### src/rtl/sequence_generator_moore.sv
// Serial pattern transmitter: sends a captured WIDTH-bit pattern MSB-first,
// optionally repeating the frame with idle gaps, then pulses done once.
module sequence_generator_moore #(
  parameter int WIDTH = 4,
  parameter int GAP_W = 4,
  parameter int REP_W = 8
) (
  input  logic             clock,
  input  logic             reset,
  input  logic             start,
  input  logic             abort,
  input  logic [WIDTH-1:0] pattern,
  input  logic [REP_W-1:0] repeat_count,
  input  logic [GAP_W-1:0] gap_cycles,
  output logic             sequence_out,
  output logic             sequence_valid,
  output logic             busy,
  output logic             done
);

  localparam int CNT_W = (WIDTH > 2) ? $clog2(WIDTH) : 1;
  localparam logic [CNT_W-1:0] LAST_BIT = CNT_W'(WIDTH - 1);

  typedef enum logic [1:0] {
    IDLE  = 2'd0,
    SHIFT = 2'd1,
    GAP   = 2'd2,
    DONE  = 2'd3
  } state_t;

  state_t             state_q, state_d;
  logic [WIDTH-1:0]   shreg_q, shreg_d;
  logic [WIDTH-1:0]   pat_reg_q, pat_reg_d;
  logic [CNT_W-1:0]   bit_cnt_q, bit_cnt_d;
  logic [REP_W-1:0]   rep_left_q, rep_left_d;
  logic [GAP_W-1:0]   gap_reg_q, gap_reg_d;
  logic [GAP_W-1:0]   gap_cnt_q, gap_cnt_d;
  logic               sequence_out_q, sequence_out_d;
  logic               sequence_valid_q, sequence_valid_d;
  logic               busy_q, busy_d;
  logic               done_q, done_d;

  // Next-state and datapath logic; outputs are derived from the next state so
  // that every output comes straight from a flop.
  always_comb begin
    state_d    = state_q;
    shreg_d    = shreg_q;
    pat_reg_d  = pat_reg_q;
    bit_cnt_d  = bit_cnt_q;
    rep_left_d = rep_left_q;
    gap_reg_d  = gap_reg_q;
    gap_cnt_d  = gap_cnt_q;

    case (state_q)
      IDLE: begin
        if (start) begin
          shreg_d    = pattern;
          pat_reg_d  = pattern;
          rep_left_d = repeat_count;
          gap_reg_d  = gap_cycles;
          bit_cnt_d  = LAST_BIT;
          state_d    = SHIFT;
        end
      end
      SHIFT: begin
        if (bit_cnt_q == '0) begin
          if (rep_left_q == '0) begin
            state_d = DONE;
          end else if (gap_reg_q == '0) begin
            shreg_d    = pat_reg_q;
            bit_cnt_d  = LAST_BIT;
            rep_left_d = rep_left_q - 1'b1;
          end else begin
            gap_cnt_d  = gap_reg_q - 1'b1;
            rep_left_d = rep_left_q - 1'b1;
            state_d    = GAP;
          end
        end else begin
          shreg_d   = shreg_q << 1;
          bit_cnt_d = bit_cnt_q - 1'b1;
        end
      end
      GAP: begin
        if (gap_cnt_q == '0) begin
          shreg_d   = pat_reg_q;
          bit_cnt_d = LAST_BIT;
          state_d   = SHIFT;
        end else begin
          gap_cnt_d = gap_cnt_q - 1'b1;
        end
      end
      DONE: begin
        state_d = IDLE;
      end
      default: begin
        state_d = IDLE;
      end
    endcase

    if (abort) begin
      state_d = IDLE;
    end

    sequence_valid_d = (state_d == SHIFT);
    sequence_out_d   = (state_d == SHIFT) ? shreg_d[WIDTH-1] : 1'b0;
    busy_d           = (state_d == SHIFT) || (state_d == GAP);
    done_d           = (state_d == DONE);
  end

  // State, datapath and output registers with asynchronous clear.
  always_ff @(posedge clock or posedge reset) begin
    if (reset) begin
      state_q          <= IDLE;
      shreg_q          <= '0;
      pat_reg_q        <= '0;
      bit_cnt_q        <= '0;
      rep_left_q       <= '0;
      gap_reg_q        <= '0;
      gap_cnt_q        <= '0;
      sequence_out_q   <= 1'b0;
      sequence_valid_q <= 1'b0;
      busy_q           <= 1'b0;
      done_q           <= 1'b0;
    end else begin
      state_q          <= state_d;
      shreg_q          <= shreg_d;
      pat_reg_q        <= pat_reg_d;
      bit_cnt_q        <= bit_cnt_d;
      rep_left_q       <= rep_left_d;
      gap_reg_q        <= gap_reg_d;
      gap_cnt_q        <= gap_cnt_d;
      sequence_out_q   <= sequence_out_d;
      sequence_valid_q <= sequence_valid_d;
      busy_q           <= busy_d;
      done_q           <= done_d;
    end
  end

  assign sequence_out   = sequence_out_q;
  assign sequence_valid = sequence_valid_q;
  assign busy           = busy_q;
  assign done           = done_q;

endmodule

### config.mk
export PLATFORM = sky130hd
export DESIGN_NAME = sequence_generator_moore
export DESIGN_NICKNAME = d
export VERILOG_FILES = /design/src/rtl/sequence_generator_moore.sv
export SDC_FILE = /design/constraint.sdc
export NUM_CORES = 1
export LEC_CHECK = 0
export CAP_MARGIN = 20
export CORE_UTILIZATION = 45
export CTS_CLUSTER_DIAMETER = 40
export DETAILED_ROUTE_END_ITERATION = 12
export PLACE_DENSITY = 0.67
export RECOVER_POWER = 100
export SLEW_MARGIN = 20
export SYNTH_ARGS = -nofsm -noshare
export SYNTH_HDL_FRONTEND = slang
export SYNTH_SLANG_ARGS = --single-unit
### constraint.sdc
create_clock -name clock -period 3.5 [get_ports clock]
set_clock_uncertainty 0.15 [all_clocks]
set_input_delay 0.35 -clock clock [delete_from_list [all_inputs] [get_ports clock]]
set_output_delay 0.35 -clock clock [all_outputs]
set_load 0.02 [all_outputs]
==> out/metrics.csv <==
stage;metric;value;unit
worst_setup_path;critPathRequiredTime;3.48;ns
clock_tree;post_cts_buffers;0;
synthesis;synth_cells;182;
synthesis;synthArstFlopShare;100.0;%
sta;tns;0;ns
worst_setup_path;cp_data_arrival_time;2.92;ns
sta;setup_viol;0;
layout;num-nets-final;232;
global_routing;antenna_found_initial;0;
sta;worst_pin_slew;1.728;ns
clock_tree;cts_hold_buf;0;
layout;postLayoutCoreUtil;57.05;%
placement;gp_congestion;0.8518;
global_routing;grt_usage;21.60;%
synthesis;synth_xor_area_share;0.4905;%
layout;stdcell_count;256;
sta;finalHoldViolations;0;
synthesis;synthMuxAreaShare;6.657;%
clock_tree;clockBufferDepth;2;
die;die-area;4224;um2
route;first_pass_iters;4;
synthesis;synth_top_cells_by_count;32 x dfrtp_1, 20 x o21ai_0, 12 x inv_1, 12 x nor2_1, 11 x a21oi_1;
global_routing;globalRouteOverflowTotal;0;
clock_tree;cts_max_level;2;
route;via_per_inst;5.816;
worst_setup_path;cp-start-kind;register;
layout;drive_gt1_share;8.173;%
synthesis;yosysTopAreaCellShare;44.85;%
sta;max_clock_freq;0.3410;GHz
worst_setup_path;worst_setup_path_startpoint;rep_left_q[0]$_DFFE_PP0P_;
sta;maxSlewViolCount;33;
die;die_y;64.99;um
sta;period_share;83.79;%
die;row_count;22;
global_routing;grt_max_degree;33;
die;core_area;3744;um2
global_routing;first_global_vias;1481;
clock_tree;insertion_delay;0.29;ns
die;initial_core_util;47.69;%
synthesis;ys_top_cells_by_area;dfrtp_1 45%, o21ai_0 5.6%, mux2_2 4.4%;
synthesis;synth_seq_area_share;44.85;%
sta;maxSlewHeadroom;-15.18;%
pwr;p_per_area;620.3;nW/um2
route;dr_total_vias;1489;
sta;worst_hold_slack;0.3400;ns
placement;dp_hpwl;2.804;mm
synthesis;synth_flop_cell;dfrtp_1;
route;ant_nets;0;
synthesis;synth_top_family_by_area;compound AO/OA/AOI/OAI gates;
clock_tree;cts_root_buf;clkbuf_8;
route;drt_iter0_markers;85;
status;status;finished, violations left;
synthesis;synth-edff-count;0;
worst_hold_path;worstHoldPathType;reg -> reg;
clock_tree;numCtsBuffers;5;
placement;place_inst;248;
status;violations;max-capacitance violations, max-slew violations;
worst_setup_path;cp_max_fo;10;
sta;period_minus_slack;2.933;ns
pwr;finalPower;1.325;mW
synthesis;syn-cell-area;1785;um2
synthesis;yosysMostFrequentCell;dfrtp_1;
placement;io_buffer_count;23;
worst_setup_path;critPathKind;reg -> reg;
route;drc;0;
route;drt-wirelength-per-cell;14.72;um
synthesis;yosys_warnings;0;
synthesis;avgSynthCellArea;9.810;um2
flow_run;max_cap_violations;1;
pwr;peakVddDrop;0.2766;mV
sta;rsz0062_at_grt;false;
worst_hold_path;hold_start;bit_cnt_q[0]$_DFFE_PP0P_;
worst_setup_path;r2r-start;rep_left_q[0]$_DFFE_PP0P_;
clock_tree;cts_sinks;32;
synthesis;synth_compound_area_share;22.42;%
synthesis;ys_types;45;
worst_setup_path;endpoint_kind;register;
die;io-pin-count;24;
synthesis;synth_top_cell_by_area;dfrtp_1;
pwr;leakage;0.8970;nW
global_routing;grt_pass1_wl;6.831;mm
layout;syn_to_final_growth;19.62;%
clock_tree;path_clk_slew;0.06;ns
synthesis;synthAdderAreaFrac;3.504;%
clock_tree;cts_resized;0;
clock_tree;tritoncts;done;
route;drt-total-wl;3.768;mm
synthesis;synth_fp_nets;207;
synthesis;synth-seq-cells;32;
layout;diodes;0;
die;die_w;64.99;um
synthesis;synthSimpleGateAreaFrac;18.15;%
[per-layer routing]
metal | up-vias | global-route usage, % | part of all wire, %
li1 | 734 | - | -
met1 | 702 | 26.74 | 45
met2 | 44 | 35.03 | 48
met3 | 9 | 5.986 | 3.9
met4 | 0 | 9.167 | 2.6
met5 | - | 0 | 0
[cell type report]
| class | count | area (um2) |
|---|---|---|
| well taps | 48 | 60.06 |
| inverters | 12 | 45.04 |
| multi-input cells | 132 | 905.9 |
| repair buffers | 24 | 234.0 |
| flip-flops and latches | 32 | 800.8 |
| fillers | 357 | 1608 |
| clock buffers | 8 | 90.09 |
[worst max-delay path: stages (launching register included)]
cell      delay [ns]
dfrtp_1         0.42
inv_1           0.11
ha_1            0.25
or4b_1          0.55
o41ai_4         0.47
a21oi_1         0.16
or2_1           0.23
ha_1            0.22
nand3_1         0.10
o221ai_1        0.13
[per-stage QoR]
step | instance area, um2 | setup slack, ns
after floorplan | 1785 | 0.8899
after global placement | 2058 | 0.7202
after detailed placement | 2058 | 0.5968
after CTS | 2148 | 0.5870
after global routing | 2136 | 0.3045
final | 2136 | 0.5674
[path summary, 6_finish.rpt]
check	endpoint	slack, ns	cells after the start
max reg2reg	sequence_out$_DFF_PP0_	0.57	9
min reg2reg	bit_cnt_q[0]$_DFFE_PP0P_	0.34	1
min	bit_cnt_q[0]$_DFFE_PP0P_	0.34	1
min in group asynchronous	rep_left_q[3]$_DFFE_PP0P_	0.97	3
max in group asynchronous	rep_left_q[7]$_DFFE_PP0P_	1.24	3
max	sequence_out$_DFF_PP0_	0.57	9
[cells in the final DEF, fill, tap and decap left out, types with 6 or more instances in the layout]
master	Yosys	final
inv_1	12	12
nand2_1	9	9
clkbuf_8	0	6
clkdlybuf4s50_1	0	17
dfrtp_1	32	32
nor3_1	7	7
dlygate4sd3_1	0	6
o21ai_0	20	20
mux2_2	7	7
a21oi_1	11	11
nor2_1	12	12
a32oi_1	7	7
[registers in the layout, summed over array words and instances (netlist names)]
name,flops
sequence_out,1
done,1
pat_reg_q,4
gap_reg_q,4
busy,1
shreg_q,4
sequence_valid,1
rep_left_q,8
gap_cnt_q,4
bit_cnt_q,2
state_q,2
[power breakdown]
group | leakage, nW | internal, mW | switching (mW)
Clock | 0.0455 | 0.160 | 0.130
Sequential | 0.390 | 0.488 | 0.132
Combinational | 0.461 | 0.187 | 0.227
Total | 0.897 | 0.835 | 0.490
[cells by family (layout without fill, tap and decap cells)]
kind of cell,count (synthesis),count (layout)
compound gates,58,58
simple gates,57,57
flops,32,32
buf+inv,18,44
mux,11,11
fa+ha+maj,5,5
xor+xnor,1,1
No activity file was read; power rests on OpenSTA's default activity.
